==> src/rtl/legv8_pkg.sv <==
// Shared definitions for the multicycle LEGv8 control path: opcodes, states, ALU codes.
package legv8_pkg;

    // Full 11-bit opcodes (instruction bits [31:21])
    localparam logic [10:0] OpLdur = 11'b11111000010;
    localparam logic [10:0] OpStur = 11'b11111000000;
    localparam logic [10:0] OpAdd  = 11'b10001011000;
    localparam logic [10:0] OpSub  = 11'b11001011000;
    localparam logic [10:0] OpAnd  = 11'b10001010000;
    localparam logic [10:0] OpOrr  = 11'b10101010000;
    // CBZ only fixes the upper 8 bits; the low 3 belong to the branch offset
    localparam logic [7:0]  OpCbzHi = 8'b10110100;

    // ALU function select
    localparam logic [1:0] AluAdd    = 2'b00;
    localparam logic [1:0] AluPassB  = 2'b01;
    localparam logic [1:0] AluDecode = 2'b10;

    typedef enum logic [3:0] {
        StFetch  = 4'd0,
        StDecode = 4'd1,
        StExR    = 4'd2,
        StExAddr = 4'd3,
        StExCbz  = 4'd4,
        StMemRd  = 4'd5,
        StMemWr  = 4'd6,
        StWbR    = 4'd7,
        StWbLd   = 4'd8,
        StErr    = 4'd9
    } state_e;

    typedef enum logic [2:0] {
        ClsR       = 3'd0,
        ClsLd      = 3'd1,
        ClsSt      = 3'd2,
        ClsCbz     = 3'd3,
        ClsIllegal = 3'd4
    } instr_class_e;

endpackage

==> src/rtl/ctrl_decode.sv <==
// Combinational opcode classifier: maps the 11-bit opcode to an instruction class.
module ctrl_decode
    import legv8_pkg::*;
(
    input  logic [10:0]  opcode_i,
    output instr_class_e class_o
);

    // Exact-match decode; CBZ matches on its upper 8 bits only
    always_comb begin
        class_o = ClsIllegal;
        if (opcode_i == OpLdur) begin
            class_o = ClsLd;
        end else if (opcode_i == OpStur) begin
            class_o = ClsSt;
        end else if (opcode_i == OpAdd || opcode_i == OpSub ||
                     opcode_i == OpAnd || opcode_i == OpOrr) begin
            class_o = ClsR;
        end else if (opcode_i[10:3] == OpCbzHi) begin
            class_o = ClsCbz;
        end
    end

endmodule

==> src/rtl/multicycle_ctrl.sv <==
// Multicycle LEGv8 control FSM with bounded data-memory wait and retired-instruction count.
module multicycle_ctrl
    import legv8_pkg::*;
#(
    parameter int unsigned MEM_TIMEOUT = 15
) (
    input  logic        clk,
    input  logic        reset,
    input  logic [10:0] opcode,
    input  logic        zero,
    input  logic        mem_ready,
    output logic        pc_write,
    output logic        pc_src,
    output logic        ir_write,
    output logic        reg2loc,
    output logic        alu_src,
    output logic        mem_read,
    output logic        mem_write,
    output logic        mem_to_reg,
    output logic        reg_write,
    output logic [1:0]  alu_op,
    output logic [3:0]  state_o,
    output logic [31:0] instr_count,
    output logic        error
);

    localparam int unsigned     WaitW   = $clog2(MEM_TIMEOUT + 1);
    localparam logic [WaitW-1:0] WaitMax = WaitW'(MEM_TIMEOUT);

    state_e           state_q, state_d;
    logic [WaitW-1:0] wait_q, wait_d, wait_inc;
    logic [31:0]      count_q;
    logic             error_q;
    logic             retire;
    instr_class_e     cls;

    ctrl_decode u_decode (
        .opcode_i (opcode),
        .class_o  (cls)
    );

    assign wait_inc = wait_q + 1'b1;

    // Next-state, wait counter and retire decode
    always_comb begin
        state_d = state_q;
        wait_d  = '0;
        retire  = 1'b0;
        unique case (state_q)
            StFetch:  state_d = StDecode;
            StDecode: begin
                unique case (cls)
                    ClsR:        state_d = StExR;
                    ClsLd, ClsSt: state_d = StExAddr;
                    ClsCbz:      state_d = StExCbz;
                    default:     state_d = StErr;
                endcase
            end
            StExR:    state_d = StWbR;
            StWbR: begin
                state_d = StFetch;
                retire  = 1'b1;
            end
            StExAddr: begin
                // Opcode must stay a memory op; anything else is treated as illegal
                if (cls == ClsLd) begin
                    state_d = StMemRd;
                end else if (cls == ClsSt) begin
                    state_d = StMemWr;
                end else begin
                    state_d = StErr;
                end
            end
            StMemRd: begin
                if (mem_ready) begin
                    state_d = StWbLd;
                end else if (wait_inc == WaitMax) begin
                    state_d = StErr;
                end else begin
                    wait_d = wait_inc;
                end
            end
            StMemWr: begin
                if (mem_ready) begin
                    state_d = StFetch;
                    retire  = 1'b1;
                end else if (wait_inc == WaitMax) begin
                    state_d = StErr;
                end else begin
                    wait_d = wait_inc;
                end
            end
            StWbLd: begin
                state_d = StFetch;
                retire  = 1'b1;
            end
            StExCbz: begin
                state_d = StFetch;
                retire  = 1'b1;
            end
            StErr:    state_d = StErr;
            default:  state_d = StErr;
        endcase
    end

    // State, wait counter, retire count and sticky error; synchronous active-low reset
    always_ff @(posedge clk) begin
        if (!reset) begin
            state_q <= StFetch;
            wait_q  <= '0;
            count_q <= '0;
            error_q <= 1'b0;
        end else begin
            state_q <= state_d;
            wait_q  <= wait_d;
            if (retire) begin
                count_q <= count_q + 32'd1;
            end
            if (state_d == StErr) begin
                error_q <= 1'b1;
            end
        end
    end

    // Moore control decode from current state; only CBZ's pc_write/pc_src follow zero
    always_comb begin
        pc_write   = 1'b0;
        pc_src     = 1'b0;
        ir_write   = 1'b0;
        reg2loc    = 1'b0;
        alu_src    = 1'b0;
        mem_read   = 1'b0;
        mem_write  = 1'b0;
        mem_to_reg = 1'b0;
        reg_write  = 1'b0;
        alu_op     = AluAdd;
        if (reset) begin
            unique case (state_q)
                StFetch: begin
                    ir_write = 1'b1;
                    pc_write = 1'b1;
                end
                StDecode: reg2loc = (cls == ClsSt) || (cls == ClsCbz);
                StExR:    alu_op  = AluDecode;
                StWbR:    reg_write = 1'b1;
                StExAddr: begin
                    alu_src = 1'b1;
                    reg2loc = (cls == ClsSt);
                end
                StMemRd:  mem_read = 1'b1;
                StMemWr: begin
                    mem_write = 1'b1;
                    reg2loc   = 1'b1;
                end
                StWbLd: begin
                    reg_write  = 1'b1;
                    mem_to_reg = 1'b1;
                end
                StExCbz: begin
                    alu_op   = AluPassB;
                    reg2loc  = 1'b1;
                    pc_write = zero;
                    pc_src   = zero;
                end
                default: ;
            endcase
        end
    end

    assign state_o     = state_q;
    assign instr_count = count_q;
    assign error       = error_q;

endmodule

==> config.mk <==
export PLATFORM = sky130hd
export DESIGN_NAME = multicycle_ctrl
export DESIGN_NICKNAME = d
export VERILOG_FILES = /design/src/rtl/legv8_pkg.sv /design/src/rtl/ctrl_decode.sv /design/src/rtl/multicycle_ctrl.sv
export SDC_FILE = /design/constraint.sdc
export NUM_CORES = 1
export LEC_CHECK = 0
export BUFFER_PORTS_ARGS = -buffer_cell sky130_fd_sc_hd__clkbuf_2
export CORE_MARGIN = 5
export CORE_UTILIZATION = 40
export CTS_CLUSTER_DIAMETER = 200
export CTS_CLUSTER_SIZE = 30
export DETAILED_ROUTE_END_ITERATION = 10
export MAX_ROUTING_LAYER = met4
export SLEW_MARGIN = 20
export SYNTH_ARGS = -nofsm -noshare
export SYNTH_HDL_FRONTEND = slang
export SYNTH_SLANG_ARGS = --single-unit
export TNS_END_PERCENT = 100
==> constraint.sdc <==
create_clock -name clk -period 2.5 [get_ports clk]
set_input_delay 0.375 -clock clk [delete_from_list [all_inputs] [get_ports clk]]
set_output_delay 0.375 -clock clk [all_outputs]
set_load 0.01 [all_outputs]
==> impl_metrics.json, run 1 <==
{
  "dr.pass1.iters": 4,
  "ys_types": 59,
  "cts_tree": "done",
  "grt_util_all_layers": 0.166,
  "gp_congestion": 0.771,
  "crit_fanout": 8,
  "synth.most_common_cell": "dfxtp_1",
  "core_area_um2": 5850,
  "setup_violations": 0,
  "cp-start-kind": "flop",
  "synth_cells": 288,
  "antenna_left": 0,
  "viasPerCell": 5.48,
  "drive_above_1_share": 0.254,
  "clock_latency_ns": 0.30,
  "timing.fmax_ghz": 0.431,
  "die_h_um": 86.9,
  "drv_cap": 0,
  "worst_ep_required_time_ns": 2.12,
  "avgSynthCellArea_um2": 8.22,
  "grt_max_degree": 27,
  "cts_made_buffers": 5,
  "vias": 2349,
  "dp.cells": 421,
  "rows": 28,
  "post-route-util": 0.490,
  "hold_path.class": "reg -> reg",
  "setup_ws_ns": 0.178,
  "period_needed_ns": 2.32,
  "top_layer": "met4",
  "synth_area_um2": 2370,
  "path_class": "reg -> out",
  "yosys_register_bits": 41,
  "hold_viol_final": 0,
  "synth.top_cells.by_area": "dfxtp_1, a21oi_1, nand2_1, o31ai_1, or4_1",
  "max-vdd-ir-drop_mv": 0.239,
  "post-synth-top-area-fraction": 0.347,
  "end_kind": "primary output",
  "synth_top_area_cell": "dfxtp_1",
  "yosys-top-cells-count": "dfxtp_1, a21oi_1, nand2_1, nor2_1, nand3_1",
  "fin_setup_tns_ns": 0,
  "die-area_um2": 7560,
  "place.port_buffers": 62,
  "max_slew.worst_pin.slew_ns": 0.633,
  "first_iter_violations": 105,
  "synth-edff-count": 0,
  "cts-root-buf": "clkbuf_8",
  "synth-main-ff-cell": "dfxtp_1",
  "cts_resized": 0,
  "die_w_um": 86.9,
  "cts_setup_buffers": 0,
  "p_leak_nw": 1.10,
  "grt_pass1_wl_um": 9950,
  "drc": 0,
  "area_growth_pct": 21.0,
  "antenna_found_initial": 0,
  "initial_core_util": 0.405,
  "grt_pass1_vias": 2128,
  "num_antenna_cells": 0,
  "routed-wl-met3_um": 280,
  "outcome": "completed",
  "grt_overflow": 0,
  "pin_count": 63,
  "syn_nets": 306,
  "skew_ns": 0.00732,
  "fillers": 583,
  "h-tree-depth": 2,
  "hold-worst-slack_ns": 0.474,
  "period_share": 0.929,
  "routedWlPerCell_um": 13.9,
  "hold_buffers": 0,
  "multi_input_area_um2": 1440,
  "instances_no_fill": 429,
  "yosys_warnings": 0,
  "slew_violations": 0,
  "crit_arrival_ns": 1.95,
  "rsz0062_at_grt": "no",
  "hpwl_um": 4490,
  "drt-met1-wl_um": 2940,
  "route.met2.wl_um": 2720,
  "finalWirelength_um": 5980,
  "relSlewSlack": 0.567,
  "regArea_um2": 821,
  "async_flop_share": 0,
  "clkSlewWorstSetupHoldPaths_ns": 0.08,
  "p_per_area_nw_per_um2": 425,
  "seq_area_frac_synth": 0.347,
  "clockBufferDepth": 2,
  "layout.nets": 371,
  "clock-sinks": 41,
  "dp_slack_ns": 0.175
}
## cells in the final DEF (no fill, tap or decap), types with 5 or more instances in the layout
cell type / count
clkbuf_2: 62
dfxtp_1: 41
nand2_1: 26
a21oi_1: 26
nor2_1: 23
nand3_1: 15
o31ai_1: 13
inv_1: 12
or4_1: 12
buf_4: 9
nand2b_1: 8
nor3_1: 6
xnor2_1: 6
o21ai_0: 6
mux2i_1: 6
nand4_1: 5
a211oi_1: 5
clkbuf_8: 5
## worst max-delay path, cell delays in order, from the launching register on
cell	delay, ns
dfxtp_1	0.48
and2b_1	0.27
buf_4	0.16
nand2_1	0.09
nor3_1	0.07
and2_1	0.18
or2_2	0.27
clkbuf_2	0.13
## path summary, 6_finish.rpt
kind                             endpoint  slack, ns                          from  cells after the start
max                              pc_write       0.18         state_o[3]$_SDFF_PN0_                      7
min          instr_count[31]$_SDFFE_PN0P_       0.47  instr_count[31]$_SDFFE_PN0P_                      2
max reg2reg  instr_count[28]$_SDFFE_PN0P_       0.43         state_o[0]$_SDFF_PN0_                      5
min reg2reg  instr_count[31]$_SDFFE_PN0P_       0.47  instr_count[31]$_SDFFE_PN0P_                      2
## per-layer routing
| metal | track usage | vias to the layer above |
|---|---|---|
| met5 | - | - |
| met4 | 0.0382 | 0 |
| met3 | 0.0331 | 2 |
| met2 | 0.257 | 46 |
| met1 | 0.222 | 1091 |
| li1 | - | 1210 |
## area by class of cell
cell class,count,area share
inverter,13,0.0170
clock inverter,3,0.00611
clock buffer,5,0.0240
sequential,41,0.286
tap,75,0.0328
multi-input combinational,221,0.502
timing repair buffer,71,0.132
## power breakdown
group / total (mW) / switching [mW] / internal (mW)
registers: 0.671 / 0.0121 / 0.659
clock network: 0.439 / 0.246 / 0.193
logic: 0.108 / 0.0629 / 0.0450
total: 1.22 / 0.321 / 0.897
## per-stage QoR
step	total power, mW	cell area [um^2]
detailed placement	0.794	2780
CTS	1.23	2870
global placement	0.793	2780
global route	1.27	2870
floorplan	0.749	2370
finish	1.22	2870
## cell families after synthesis
family,share of synthesized area
mux,0.0301
flops,0.347
simple gates,0.290
xor+xnor,0.0370
buf+inv,0.0460
compound gates,0.234
fa+ha+maj,0.0159
## sequential cells by signal, summed over array words and instances, names as in the netlist
| register | flops |
|---|---|
| error | 1 |
| state_o | 4 |
| wait_q | 4 |
| instr_count | 32 |
(Power assumes the default switching activity.)
==> inputs of run 2 (changes only) <==
PLACE_DENSITY = 0.69   (was default)
==> run 2 against run 1 <==
Compared with the run above: sequential share of layout area is 0.38 points lower; hold slack lost 0.015 ns; die area stayed put; clock-buffer cell count did not move; fmax is 0.91% higher; critical path depth is 1 lower; via count grew 2.6%; setup slack gained 0.021 ns; highest routed layer unchanged; utilization grew 0.66 points; non-clock buffer count shrank 2; critical endpoint unchanged.
==> impl_metrics.json, run 2 (synthesized netlist as in run 1, its figures left out) <==
{
  "outcome": "completed",
  "drv_cap": 0,
  "r2r-start": "state_o[1]$_SDFF_PN0_",
  "p_leak_nw": 1.11,
  "pin_count": 63,
  "fillers": 555,
  "crit_arrival_ns": 1.93,
  "min_from": "reset",
  "post-route-util": 0.496,
  "fin_setup_tns_ns": 0,
  "vias": 2409,
  "cts_resized": 0,
  "max-vdd-ir-drop_mv": 0.240,
  "regArea_um2": 821,
  "core_area_um2": 5850,
  "relSlewSlack": 0.531,
  "cts_tree": "done",
  "worst_hold_path.num_cells": 3,
  "clkSlewWorstSetupHoldPaths_ns": 0.08,
  "num_antenna_cells": 0,
  "fin_area_um2": 2900,
  "placed_cell_area_um2": 2760,
  "timing.fmax_ghz": 0.435,
  "grt_pass1_vias": 2190,
  "grt_overflow": 0,
  "area_growth_pct": 22.7,
  "cp-start-kind": "flop",
  "rows": 28,
  "crit_fanout": 8,
  "setup_violations": 0,
  "grt_util_all_layers": 0.168,
  "cts-root-buf": "clkbuf_8",
  "r2r_cells": 4,
  "antenna_found_initial": 0,
  "instances_no_fill": 427,
  "multi_input_area_um2": 1440,
  "final_cell_mix": "clkbuf_2, dfxtp_1, nand2_1, a21oi_1, nor2_1",
  "slew_violations": 0,
  "clock_latency_ns": 0.30,
  "clock-sinks": 41,
  "die_h_um": 86.9,
  "gp_congestion": 0.804,
  "finalPower_mw": 1.41,
  "period_share": 0.920,
  "routedWlPerCell_um": 14.3,
  "place.port_buffers": 62,
  "dr.pass1.iters": 4,
  "hold_end": "state_o[1]$_SDFF_PN0_",
  "die-area_um2": 7560,
  "worst_ep_required_time_ns": 2.12,
  "path_class": "reg -> out",
  "skew_ns": 0.0103,
  "drive_above_1_share": 0.253,
  "p_per_area_nw_per_um2": 485,
  "hold_viol_final": 0,
  "first_iter_violations": 103,
  "cts_setup_buffers": 0,
  "final_common_cell": "clkbuf_2",
  "hold_path.class": "in -> reg",
  "dp.cells": 419,
  "h-tree-depth": 2,
  "grt_max_degree": 27,
  "rsz0062_at_grt": "no",
  "cts_made_buffers": 5,
  "finalWirelength_um": 6120,
  "hpwl_um": 4580,
  "die_w_um": 86.9,
  "viasPerCell": 5.64,
  "setup_ws_ns": 0.199,
  "clockBufferDepth": 2,
  "period_needed_ns": 2.30,
  "largest_reg_flops": 32,
  "hold_buffers": 0,
  "end_kind": "primary output",
  "max_slew.worst_pin.slew_ns": 0.686,
  "layout.nets": 369,
  "grt_pass1_wl_um": 10200,
  "drc": 0,
  "r2r_setup_slack_ns": 0.34,
  "hold-worst-slack_ns": 0.459,
  "antenna_left": 0,
  "timing.rr.end": "instr_count[16]$_SDFFE_PN0P_",
  "initial_core_util": 0.405,
  "dp_slack_ns": 0.164
}
==> run 2: cell count changes in the layout (fill, tap and decap cells not counted), sizes merged <==
cell      delta
buf          -2
clkinv       -1
bufinv       +2
clkinvlp     -1
==> run 2: worst max-delay path, stage by stage, from the launching register on <==
cell and delay [ns]:
dfxtp_1 0.51, and2b_1 0.31, nand2_1 0.14, nor3_1 0.08, and2_1 0.20, or2_2 0.26
clkbuf_2 0.13
==> run 2: power by group <==
part	internal (mW)	switching (mW)	total, mW
registers	0.659	0.0143	0.673
clock network	0.397	0.231	0.628
logic	0.0452	0.0624	0.108
total	1.10	0.308	1.41
==> run 2: final cells by class <==
cell class,count,area share
Multi-Input combinational cell,221,0.497
Tap cell,75,0.0323
Inverter,13,0.0168
Clock inverter,3,0.0224
Clock buffer,5,0.0237
Timing Repair Buffer,69,0.125
Sequential cell,41,0.283
==> run 2: worst max-delay path by stage <==
stage / startpoint / to / cells past startpoint
floorplan: opcode[5] / reg2loc / 5
global placement: opcode[5] / reg2loc / 7
detailed placement: opcode[5] / reg2loc / 7
CTS: opcode[5] / reg2loc / 7
global route: opcode[5] / reg2loc / 7
finish: state_o[3]$_SDFF_PN0_ / pc_write / 6
==> run 2: per-layer routing <==
metal / routed length [um] / track usage
met1: 2900 / 0.224
met2: 2870 / 0.266
met3: 257 / 0.0237
met4: 90 / 0.0496
met5: 0 / -
==> inputs of run 3 (changes only) <==
CORE_UTILIZATION = 43   (was 40)
PLACE_DENSITY = 0.73   (was 0.69)
clock period = 2.3 ns   (was 2.5 ns; I/O delays follow)
==> run 3 against run 2 <==
Compared with the run above: critical path type is now in -> out; global-route usage grew 0.22 points; largest power group unchanged; register-to-register slack got worse by 0.04 ns; hold slack lost 0.10 ns; setup slack got worse by 0.083 ns; non-clock buffer count is 2 higher.
==> impl_metrics.json, run 3 (synthesized netlist as in run 1, its figures left out) <==
{
  "p_int_mw": 1.04,
  "period_share": 0.950,
  "cts_made_buffers": 5,
  "initial_core_util": 0.435,
  "die_h_um": 84.2,
  "placed_cell_area_um2": 2780,
  "rows": 27,
  "hold_path.class": "in -> reg",
  "rsz0062_at_grt": "yes",
  "finalWirelength_um": 5810,
  "final_common_cell": "clkbuf_2",
  "p_sw_uw": 333,
  "grt_pass1_vias": 2199,
  "route.met2.wl_um": 2690,
  "sw_frac_of_total": 0.242,
  "drc": 0,
  "hpwl_um": 4430,
  "largest_reg_flops": 32,
  "clock_latency_ns": 0.29,
  "hold_buffers": 0,
  "top_layer": "met4",
  "p_leak_nw": 1.11,
  "clkSlewWorstSetupHoldPaths_ns": 0.08,
  "path_class": "in -> out",
  "fin_area_um2": 2900,
  "worst_ep_required_time_ns": 1.96,
  "antenna_left": 0,
  "drv_cap": 0,
  "crit_fanout": 2,
  "max-vdd-ir-drop_mv": 0.237,
  "seqPwrFrac": 0.528,
  "clock-sinks": 41,
  "skew_ns": 0.00729,
  "drt-met1-wl_um": 2740,
  "crit_arrival_ns": 1.84,
  "max_slew.worst_pin.slew_ns": 0.634,
  "routedWlPerCell_um": 13.6,
  "grt_overflow": 0,
  "clockBufferDepth": 2,
  "p_clk_frac": 0.378,
  "layout.nets": 371,
  "relSlewSlack": 0.566,
  "antenna_found_initial": 0,
  "cts_tree": "done",
  "grt_pass1_wl_um": 10100,
  "hold_viol_final": 0,
  "core_area_um2": 5440,
  "vias": 2427,
  "end_kind": "primary output",
  "first_iter_violations": 116,
  "cts-root-buf": "clkbuf_8",
  "p_per_area_nw_per_um2": 474,
  "cpMostUsedCell": "clkbuf_2",
  "finalPower_mw": 1.37,
  "dr.pass1.iters": 5,
  "die-area_um2": 7090,
  "place.port_buffers": 62,
  "num_antenna_cells": 0,
  "h-tree-depth": 2,
  "setup_violations": 0,
  "slew_violations": 0,
  "slowest_stage": "or4b_2",
  "combPwrFrac": 0.094,
  "die_w_um": 84.2,
  "cp_slowest_stage_delay_ns": 0.72,
  "gp_congestion": 0.862,
  "grt_util_all_layers": 0.170,
  "drive_above_1_share": 0.266,
  "timing.fmax_ghz": 0.458,
  "viasPerCell": 5.70,
  "period_needed_ns": 2.18,
  "routed-wl-met3_um": 326,
  "final_cell_mix": "clkbuf_2, dfxtp_1, nand2_1, a21oi_1, nor2_1",
  "outcome": "completed",
  "cp-start-kind": "primary input",
  "path_cells": "clkbuf_2 -> or4b_2 -> nor4_4 -> o21bai_1 -> a21oi_1 -> nor3_1 -> clkbuf_2",
  "area_growth_pct": 22.4,
  "grt_max_degree": 27,
  "pin_count": 63
}
==> run 3: path summary, 6_finish.rpt <==
path | startpoint | endpoint | slack [ns] | cells past startpoint
worst max register to register | state_o[1]$_SDFF_PN0_ | instr_count[12]$_SDFFE_PN0P_ | 0.30 | 4
worst min register to register | instr_count[31]$_SDFFE_PN0P_ | instr_count[31]$_SDFFE_PN0P_ | 0.48 | 2
worst min-delay path | reset | state_o[2]$_SDFF_PN0_ | 0.36 | 2
worst max-delay path | opcode[5] | reg2loc | 0.12 | 7
==> run 3: repair_timing <==
action	in CTS	in global routing
buffers inserted	0	0
gates resized for setup	0	5
setup endpoints to repair	0	3
==> run 3: final cells by class <==
cell class	count	area, um^2
clock buffers	7	96.3
clock inverters	1	5.00
fillers	532	2540
inverters	13	48.8
multi-input cells	221	1460
flip-flops and latches	41	822
well taps	72	90.1
repair buffers	71	378
==> run 3: routing by layer <==
layer,global-route usage,up-vias
met3,0.0383,4
met1,0.229,1134
met4,0.0439,0
li1,-,1212
met5,-,-
met2,0.260,77
==> run 3: through the flow <==
| step | worst slack, ns | util | TNS (ns) | hold WS [ns] | cells |
|---|---|---|---|---|---|
| 2_1_floorplan | 0.235 | - | 0 | 0.446 | 288 |
| 3_3_place_gp | 0.0617 | 0.510 | 0 | 0.452 | 418 |
| 3_5_place_dp | 0.00746 | 0.510 | 0 | 0.466 | 418 |
| 4_1_cts | 0.0110 | 0.529 | 0 | 0.352 | 426 |
| 5_1_grt | -0.0256 | 0.533 | -0.0256 | 0.357 | 426 |
| 6_report | 0.116 | 0.533 | 0 | 0.359 | 426 |
==> run 3: power groups by stage <==
| stage | logic (mW) | clock network, mW | registers, mW |
|---|---|---|---|
| floorplan | 0.0697 | 0 | 0.745 |
| global placement | 0.124 | 0 | 0.742 |
| detailed placement | 0.126 | 0 | 0.742 |
| CTS | 0.127 | 0.532 | 0.725 |
| global route | 0.145 | 0.571 | 0.727 |
| finish | 0.130 | 0.519 | 0.726 |
==> run 3: critical path: cells and delay by family <==
family                 cells  cell delay [ns]
and+or+nand+nor            3             1.02
AOI/OAI and AO/OA          2             0.23
buffers and inverters      2             0.25
